===== src/rtl/conv_result_packer_if.sv =====
`default_nettype none
// ============================================================================
// Module   : conv_result_packer_if
// Brief    : Result-stream and frame-handshake bundle for conv_result_packer.
// Revision : 1.0 - initial release
// ============================================================================
interface conv_result_packer_if #(
    parameter int RESULT_WIDTH  = 3,
    parameter int RESULT_HEIGHT = 3,
    parameter int BITWIDTH      = 16
);
    logic                                           conv_on;
    logic                                           in_valid;
    logic [BITWIDTH-1:0]                            in_data;
    logic                                           in_ready;
    logic [31:0]                                    anchor_l;
    logic [31:0]                                    anchor_c;
    logic [RESULT_HEIGHT*RESULT_WIDTH*BITWIDTH-1:0] result;
    logic                                           result_valid;
    logic                                           result_ready;
    logic                                           frame_done;

    modport slave (
        input  conv_on, in_valid, in_data, result_ready,
        output in_ready, anchor_l, anchor_c, result, result_valid, frame_done
    );

    modport master (
        output conv_on, in_valid, in_data, result_ready,
        input  in_ready, anchor_l, anchor_c, result, result_valid, frame_done
    );
endinterface
`default_nettype wire


===== src/rtl/conv_result_packer.sv =====
`default_nettype none
// ============================================================================
// Module   : conv_result_packer
// Brief    : Packs a serial stream of convolution results into a flattened map
//            and presents the completed map with a valid/ready handshake.
// Revision : 1.0 - initial release
// ============================================================================
module conv_result_packer #(
    parameter int RESULT_WIDTH  = 3,
    parameter int RESULT_HEIGHT = 3,
    parameter int BITWIDTH      = 16
) (
    input  logic                 clk_en,
    input  logic                 rst_n,
    conv_result_packer_if.slave  bus
);
    localparam int          c_num_elem = RESULT_HEIGHT * RESULT_WIDTH;
    localparam int          c_map_bits = c_num_elem * BITWIDTH;
    localparam logic [31:0] c_last_col = 32'(RESULT_WIDTH - 1);
    localparam logic [31:0] c_last_row = 32'(RESULT_HEIGHT - 1);

    typedef enum logic [1:0] {
        ST_IDLE = 2'd0,
        ST_FILL = 2'd1,
        ST_FULL = 2'd2
    } state_t;

    state_t                state_q, state_d;
    logic [31:0]           anchor_l_q, anchor_l_d;
    logic [31:0]           anchor_c_q, anchor_c_d;
    logic [c_map_bits-1:0] result_q, result_d;
    logic                  frame_done_q, frame_done_d;

    logic w_accept;
    logic w_last_col;
    logic w_last_row;

    assign w_accept   = bus.in_valid && (state_q == ST_FILL);
    assign w_last_col = (anchor_c_q == c_last_col);
    assign w_last_row = (anchor_l_q == c_last_row);

    always_ff @(posedge clk_en) begin
        if (rst_n) begin
            state_q      <= ST_IDLE;
            anchor_l_q   <= '0;
            anchor_c_q   <= '0;
            result_q     <= '0;
            frame_done_q <= 1'b0;
        end else begin
            state_q      <= state_d;
            anchor_l_q   <= anchor_l_d;
            anchor_c_q   <= anchor_c_d;
            result_q     <= result_d;
            frame_done_q <= frame_done_d;
        end
    end

    always_comb begin
        state_d      = state_q;
        anchor_l_d   = anchor_l_q;
        anchor_c_d   = anchor_c_q;
        result_d     = result_q;
        frame_done_d = 1'b0;

        case (state_q)
            ST_IDLE: begin
                if (bus.conv_on) begin
                    state_d    = ST_FILL;
                    anchor_l_d = '0;
                    anchor_c_d = '0;
                end
            end

            ST_FILL: begin
                if (w_accept) begin
                    // Element (0,0) lands in the MSBs, same order as the image flattening.
                    for (int r = 0; r < RESULT_HEIGHT; r++) begin
                        for (int c = 0; c < RESULT_WIDTH; c++) begin
                            if (anchor_l_q == 32'(r) && anchor_c_q == 32'(c)) begin
                                result_d[(c_num_elem - (r*RESULT_WIDTH + c))*BITWIDTH - 1 -: BITWIDTH] = bus.in_data;
                            end
                        end
                    end
                    if (w_last_col) begin
                        anchor_c_d = '0;
                        anchor_l_d = anchor_l_q + 32'd1;
                    end else begin
                        anchor_c_d = anchor_c_q + 32'd1;
                    end
                end

                // Abort wins over frame completion; the data write above still happens.
                if (!bus.conv_on) begin
                    state_d    = ST_IDLE;
                    anchor_l_d = '0;
                    anchor_c_d = '0;
                end else if (w_accept && w_last_col && w_last_row) begin
                    state_d      = ST_FULL;
                    anchor_l_d   = '0;
                    anchor_c_d   = '0;
                    frame_done_d = 1'b1;
                end
            end

            ST_FULL: begin
                if (bus.result_ready) begin
                    state_d = bus.conv_on ? ST_FILL : ST_IDLE;
                end
            end

            default: begin
                state_d = ST_IDLE;
            end
        endcase
    end

    assign bus.in_ready     = (state_q == ST_FILL);
    assign bus.result_valid = (state_q == ST_FULL);
    assign bus.anchor_l     = anchor_l_q;
    assign bus.anchor_c     = anchor_c_q;
    assign bus.result       = result_q;
    assign bus.frame_done   = frame_done_q;

endmodule
`default_nettype wire


===== src/flat_wrapper.sv =====
// flat-port wrapper written by rule: the top's interface ports become plain ports
module conv_result_packer_flat 
#(
    parameter int RESULT_WIDTH  = 3,
    parameter int RESULT_HEIGHT = 3,
    parameter int BITWIDTH      = 16
)
  (clk_en, rst_n, bus_conv_on, bus_in_valid, bus_in_data, bus_result_ready, bus_in_ready, bus_anchor_l, bus_anchor_c, bus_result, bus_result_valid, bus_frame_done);
  conv_result_packer_if #(.RESULT_WIDTH(RESULT_WIDTH), .RESULT_HEIGHT(RESULT_HEIGHT), .BITWIDTH(BITWIDTH)) bus_i ();
  input  logic clk_en;
  input  logic rst_n;
  input wire logic [$bits(bus_i.conv_on)-1:0] bus_conv_on;
  input wire logic [$bits(bus_i.in_valid)-1:0] bus_in_valid;
  input wire logic [$bits(bus_i.in_data)-1:0] bus_in_data;
  input wire logic [$bits(bus_i.result_ready)-1:0] bus_result_ready;
  output wire logic [$bits(bus_i.in_ready)-1:0] bus_in_ready;
  output wire logic [$bits(bus_i.anchor_l)-1:0] bus_anchor_l;
  output wire logic [$bits(bus_i.anchor_c)-1:0] bus_anchor_c;
  output wire logic [$bits(bus_i.result)-1:0] bus_result;
  output wire logic [$bits(bus_i.result_valid)-1:0] bus_result_valid;
  output wire logic [$bits(bus_i.frame_done)-1:0] bus_frame_done;
  assign bus_i.conv_on = bus_conv_on;
  assign bus_i.in_valid = bus_in_valid;
  assign bus_i.in_data = bus_in_data;
  assign bus_i.result_ready = bus_result_ready;
  assign bus_in_ready = bus_i.in_ready;
  assign bus_anchor_l = bus_i.anchor_l;
  assign bus_anchor_c = bus_i.anchor_c;
  assign bus_result = bus_i.result;
  assign bus_result_valid = bus_i.result_valid;
  assign bus_frame_done = bus_i.frame_done;
  conv_result_packer #(.RESULT_WIDTH(RESULT_WIDTH), .RESULT_HEIGHT(RESULT_HEIGHT), .BITWIDTH(BITWIDTH)) u_core (.clk_en(clk_en), .rst_n(rst_n), .bus(bus_i));
endmodule

===== config.mk =====
export PLATFORM = sky130hd
export DESIGN_NAME = conv_result_packer_flat
export DESIGN_NICKNAME = d
export VERILOG_FILES = /design/src/rtl/conv_result_packer_if.sv /design/src/rtl/conv_result_packer.sv /design/src/flat_wrapper.sv
export SDC_FILE = /design/constraint.sdc
export NUM_CORES = 1
export LEC_CHECK = 0
export BUFFER_PORTS_ARGS = -buffer_cell sky130_fd_sc_hd__buf_4
export CAP_MARGIN = 25
export CORE_MARGIN = 1
export CORE_UTILIZATION = 50
export CTS_CLUSTER_SIZE = 40
export DETAILED_ROUTE_END_ITERATION = 12
export PLACE_DENSITY = 0.77
export SETUP_SLACK_MARGIN = 0.5
export SYNTH_ARGS = -nofsm -noshare
export SYNTH_HDL_FRONTEND = slang
export SYNTH_SLANG_ARGS = --single-unit

===== constraint.sdc =====
create_clock -name clk_en -period 5.3 [get_ports clk_en]
set_input_delay 0.265 -clock clk_en [delete_from_list [all_inputs] [get_ports clk_en]]
set_output_delay 0.265 -clock clk_en [all_outputs]
set_load 0.02 [all_outputs]

==> impl_metrics.py <==
metrics = {
    "flow_run": {
        "drv_cap": 0,
    },
    "power": {
        "p_total_uw": 3330,
        "power_leakage_uw": 0.00494,
        "peakVddDrop_uv": 256,
        "powerDensity_nw_per_um2": 291,
    },
    "hold_path": {
        "hold_depth": 2,
        "hold_path_class": "in2reg",
        "holdPathEnd": "u_core.state_q[0]",
        "min_from": "bus_conv_on",
    },
    "critical_path": {
        "critPathMaxStageDelay_ns": 0.63,
        "reg2reg_to": "u_core.bus.anchor_l[17]",
        "r2r_setup_slack_ns": 2.25,
        "r2r-start": "u_core.bus.anchor_l[25]",
        "crit_arrival_ns": 3.44,
        "start_kind": "register",
        "reg2reg_depth": 7,
        "crit_family": "simple AND/OR/NAND/NOR gates",
        "path_max_fanout": 20,
        "crit_chain": "nor4b_1 > nand4_1 > nor4_2 > buf_4 > and2_1 > o311ai_0 > o211a_1",
        "cp_slowest_cell": "and2_1",
        "crit_path_end_kind": "register",
        "criticalPathCategory": "reg2reg",
        "path_buf_inv": 1,
        "crit_required_ns": 5.69,
    },
    "synth": {
        "synth_common_cells": "nand2_1, dfxtp_1, a21oi_1, nor2_1, mux2i_1",
        "async_flop_share_pct": 0,
        "ys_types": 53,
        "synth-seq-cells": 211,
        "ys_warn_count": 0,
        "synthTopCellsByArea": "dfxtp_1, nand2_1, mux2i_1",
        "synth_fp_nets": 1109,
        "syn_inst": 1080,
        "ys_dominant_reg_cell": "dfxtp_1",
        "synth_most_common_cell": "nand2_1",
        "synth-edff-count": 0,
        "synth_area_leader_cell": "dfxtp_1",
        "syn_area_sq_um": 8850,
        "synth.avg_cell_area_sq_um": 8.20,
        "ys_seq_area_share_pct": 47.7,
        "synth_top_area_share_pct": 47.7,
    },
    "cells_and_area": {
        "area_growth_pct": 29.2,
        "finalNonFillerCells": 1516,
        "nFillCells": 1493,
        "fin_util_pct": 66.1,
        "diodes": 0,
        "nets": 1304,
        "drive_gt1_share_pct": 22.2,
    },
    "drt": {
        "drtPass1Iterations": 5,
        "viasPerCell": 5.65,
        "drc": 0,
        "wl_microns": 27500,
        "ant_nets": 0,
        "vias": 8563,
        "wire_per_inst_microns": 18.1,
        "drt_iter0_drc": 525,
    },
    "floorplanning": {
        "die_x_microns": 135,
        "coreArea_sq_um": 17300,
        "initial_utilization_pct": 51.2,
        "die_h_microns": 135,
        "pin_count": 232,
        "die-area_sq_um": 18200,
        "rows": 48,
    },
    "placed_design": {
        "post-place-cells": 1476,
        "io_buffers": 231,
        "gp_congestion": 0.904,
        "dp_hpwl_microns": 18500,
        "post-place-ws_ns": 2.29,
    },
    "timing": {
        "hold_viol_final": 0,
        "fin_crit_sh_pct": 57.5,
        "drv_slew": 0,
        "rsz0062_at_grt": "false",
        "tns_ns": 0,
        "fin_skew_ns": 0.0175,
        "setup_ws_ns": 2.25,
        "post-route-min-period_ns": 3.05,
        "fmax_mhz": 328,
        "slew-limit-headroom_pct": 33.6,
        "setup_viol": 0,
        "worst_pin_slew_ns": 0.985,
    },
    "cts": {
        "clk_latency_ns": 0.51,
        "cts_buffer_depth": 3,
        "ctsHoldBuffers": 0,
        "post_cts_buffers": 0,
        "cts_resized": 0,
        "cts_buffers": 22,
        "cts_sinks": 211,
        "h-tree-depth": 1,
        "clk_pin_slew_worst_paths_ns": 0.06,
        "cts_tree": "yes",
        "cts-root-buf": "clkbuf_16",
    },
    "status": {
        "status": "completed",
    },
    "global_routing": {
        "grt_pass1_vias": 7788,
        "grt_pass1_wl_microns": 42000,
        "grt_usage_pct": 29.0,
        "antenna_found_initial": 0,
        "grt_overflow_total": 0,
        "grt_start_max_net_pins": 95,
    },
}
==> state kept, by name (all words and copies together), names as in the netlist <==
register	count
u_core.state_q	2
u_core.bus.anchor_l	32
u_core.bus.frame_done	1
u_core.bus.anchor_c	32
u_core.bus.result	144
==> cell families (layout without fill, tap and decap cells) <==
group                    after synthesis  count (layout)  share of synthesized area [%]
AND/OR/NAND/NOR                      495             495                           26.3
flip-flops                           211             211                           47.7
AO/OA/AOI/OAI                        204             204                           13.1
buffers and inverters                 95             306                           4.14
multiplexers                          67              67                           7.58
adder cells (fa/ha/maj)                8               8                           1.13
==> metrics by stage <==
step                hold slack (ns)  cell area, sq um
global placement              0.438             10700
global route                 0.0368             11400
detailed placement            0.444             10700
finish                       0.0353             11400
CTS                          0.0160             11400
floorplan                     0.411              8850
==> how the worst max path moves through the flow <==
stage               cells after the start               startpoint  slack (ns)                 endpoint
CTS                                     7  u_core.bus.anchor_l[25]        2.27  u_core.bus.anchor_l[17]
global placement                        6  u_core.bus.anchor_l[25]        2.19    u_core.bus.result[71]
finish                                  7  u_core.bus.anchor_l[25]        2.25  u_core.bus.anchor_l[17]
floorplan                               8   u_core.bus.anchor_l[1]        2.64     u_core.bus.result[0]
global route                            7  u_core.bus.anchor_l[25]        2.00  u_core.bus.anchor_l[17]
detailed placement                      7  u_core.bus.anchor_l[29]        2.29  u_core.bus.anchor_l[17]
==> power breakdown <==
part | total, uW | leakage, uW | internal, uW | switching (uW)
Combinational | 137 | 0.00287 | 37.6 | 99.8
Sequential | 1590 | 0.00170 | 1590 | 3.61
Clock | 1590 | 0.000370 | 962 | 633
==> metal layers <==
metal	global-route usage [%]	share of wire [%]
met1	38.2	42
met2	47.0	48
met3	6.38	7.5
met4	9.55	2.8
met5	0	0
==> cell usage in the layout (no fill, tap or decap), types with 12 or more instances in the layout <==
cell type | Yosys | layout
nand2_1 | 212 | 212
and3_1 | 13 | 13
o21ai_0 | 29 | 29
nand3_1 | 59 | 59
nor2_1 | 88 | 88
dfxtp_1 | 211 | 211
nor3_1 | 17 | 17
nand4_1 | 24 | 24
nor4_1 | 18 | 18
mux2i_1 | 67 | 67
or3_1 | 23 | 23
clkbuf_16 | 0 | 23
a21oi_1 | 118 | 118
a211oi_1 | 12 | 12
buf_4 | 0 | 241
inv_1 | 22 | 22
==> cell type report <==
type,count,area (sq um),area share [%]
clock buffer,34,667,5.83
clock inverter,6,80.1,0.700
inverter,23,86.3,0.755
multi-input combinational,774,4260,37.3
sequential,211,4220,36.9
tap,225,282,2.46
timing repair buffer,243,1840,16.1
No activity file was read; power rests on OpenSTA's default activity.
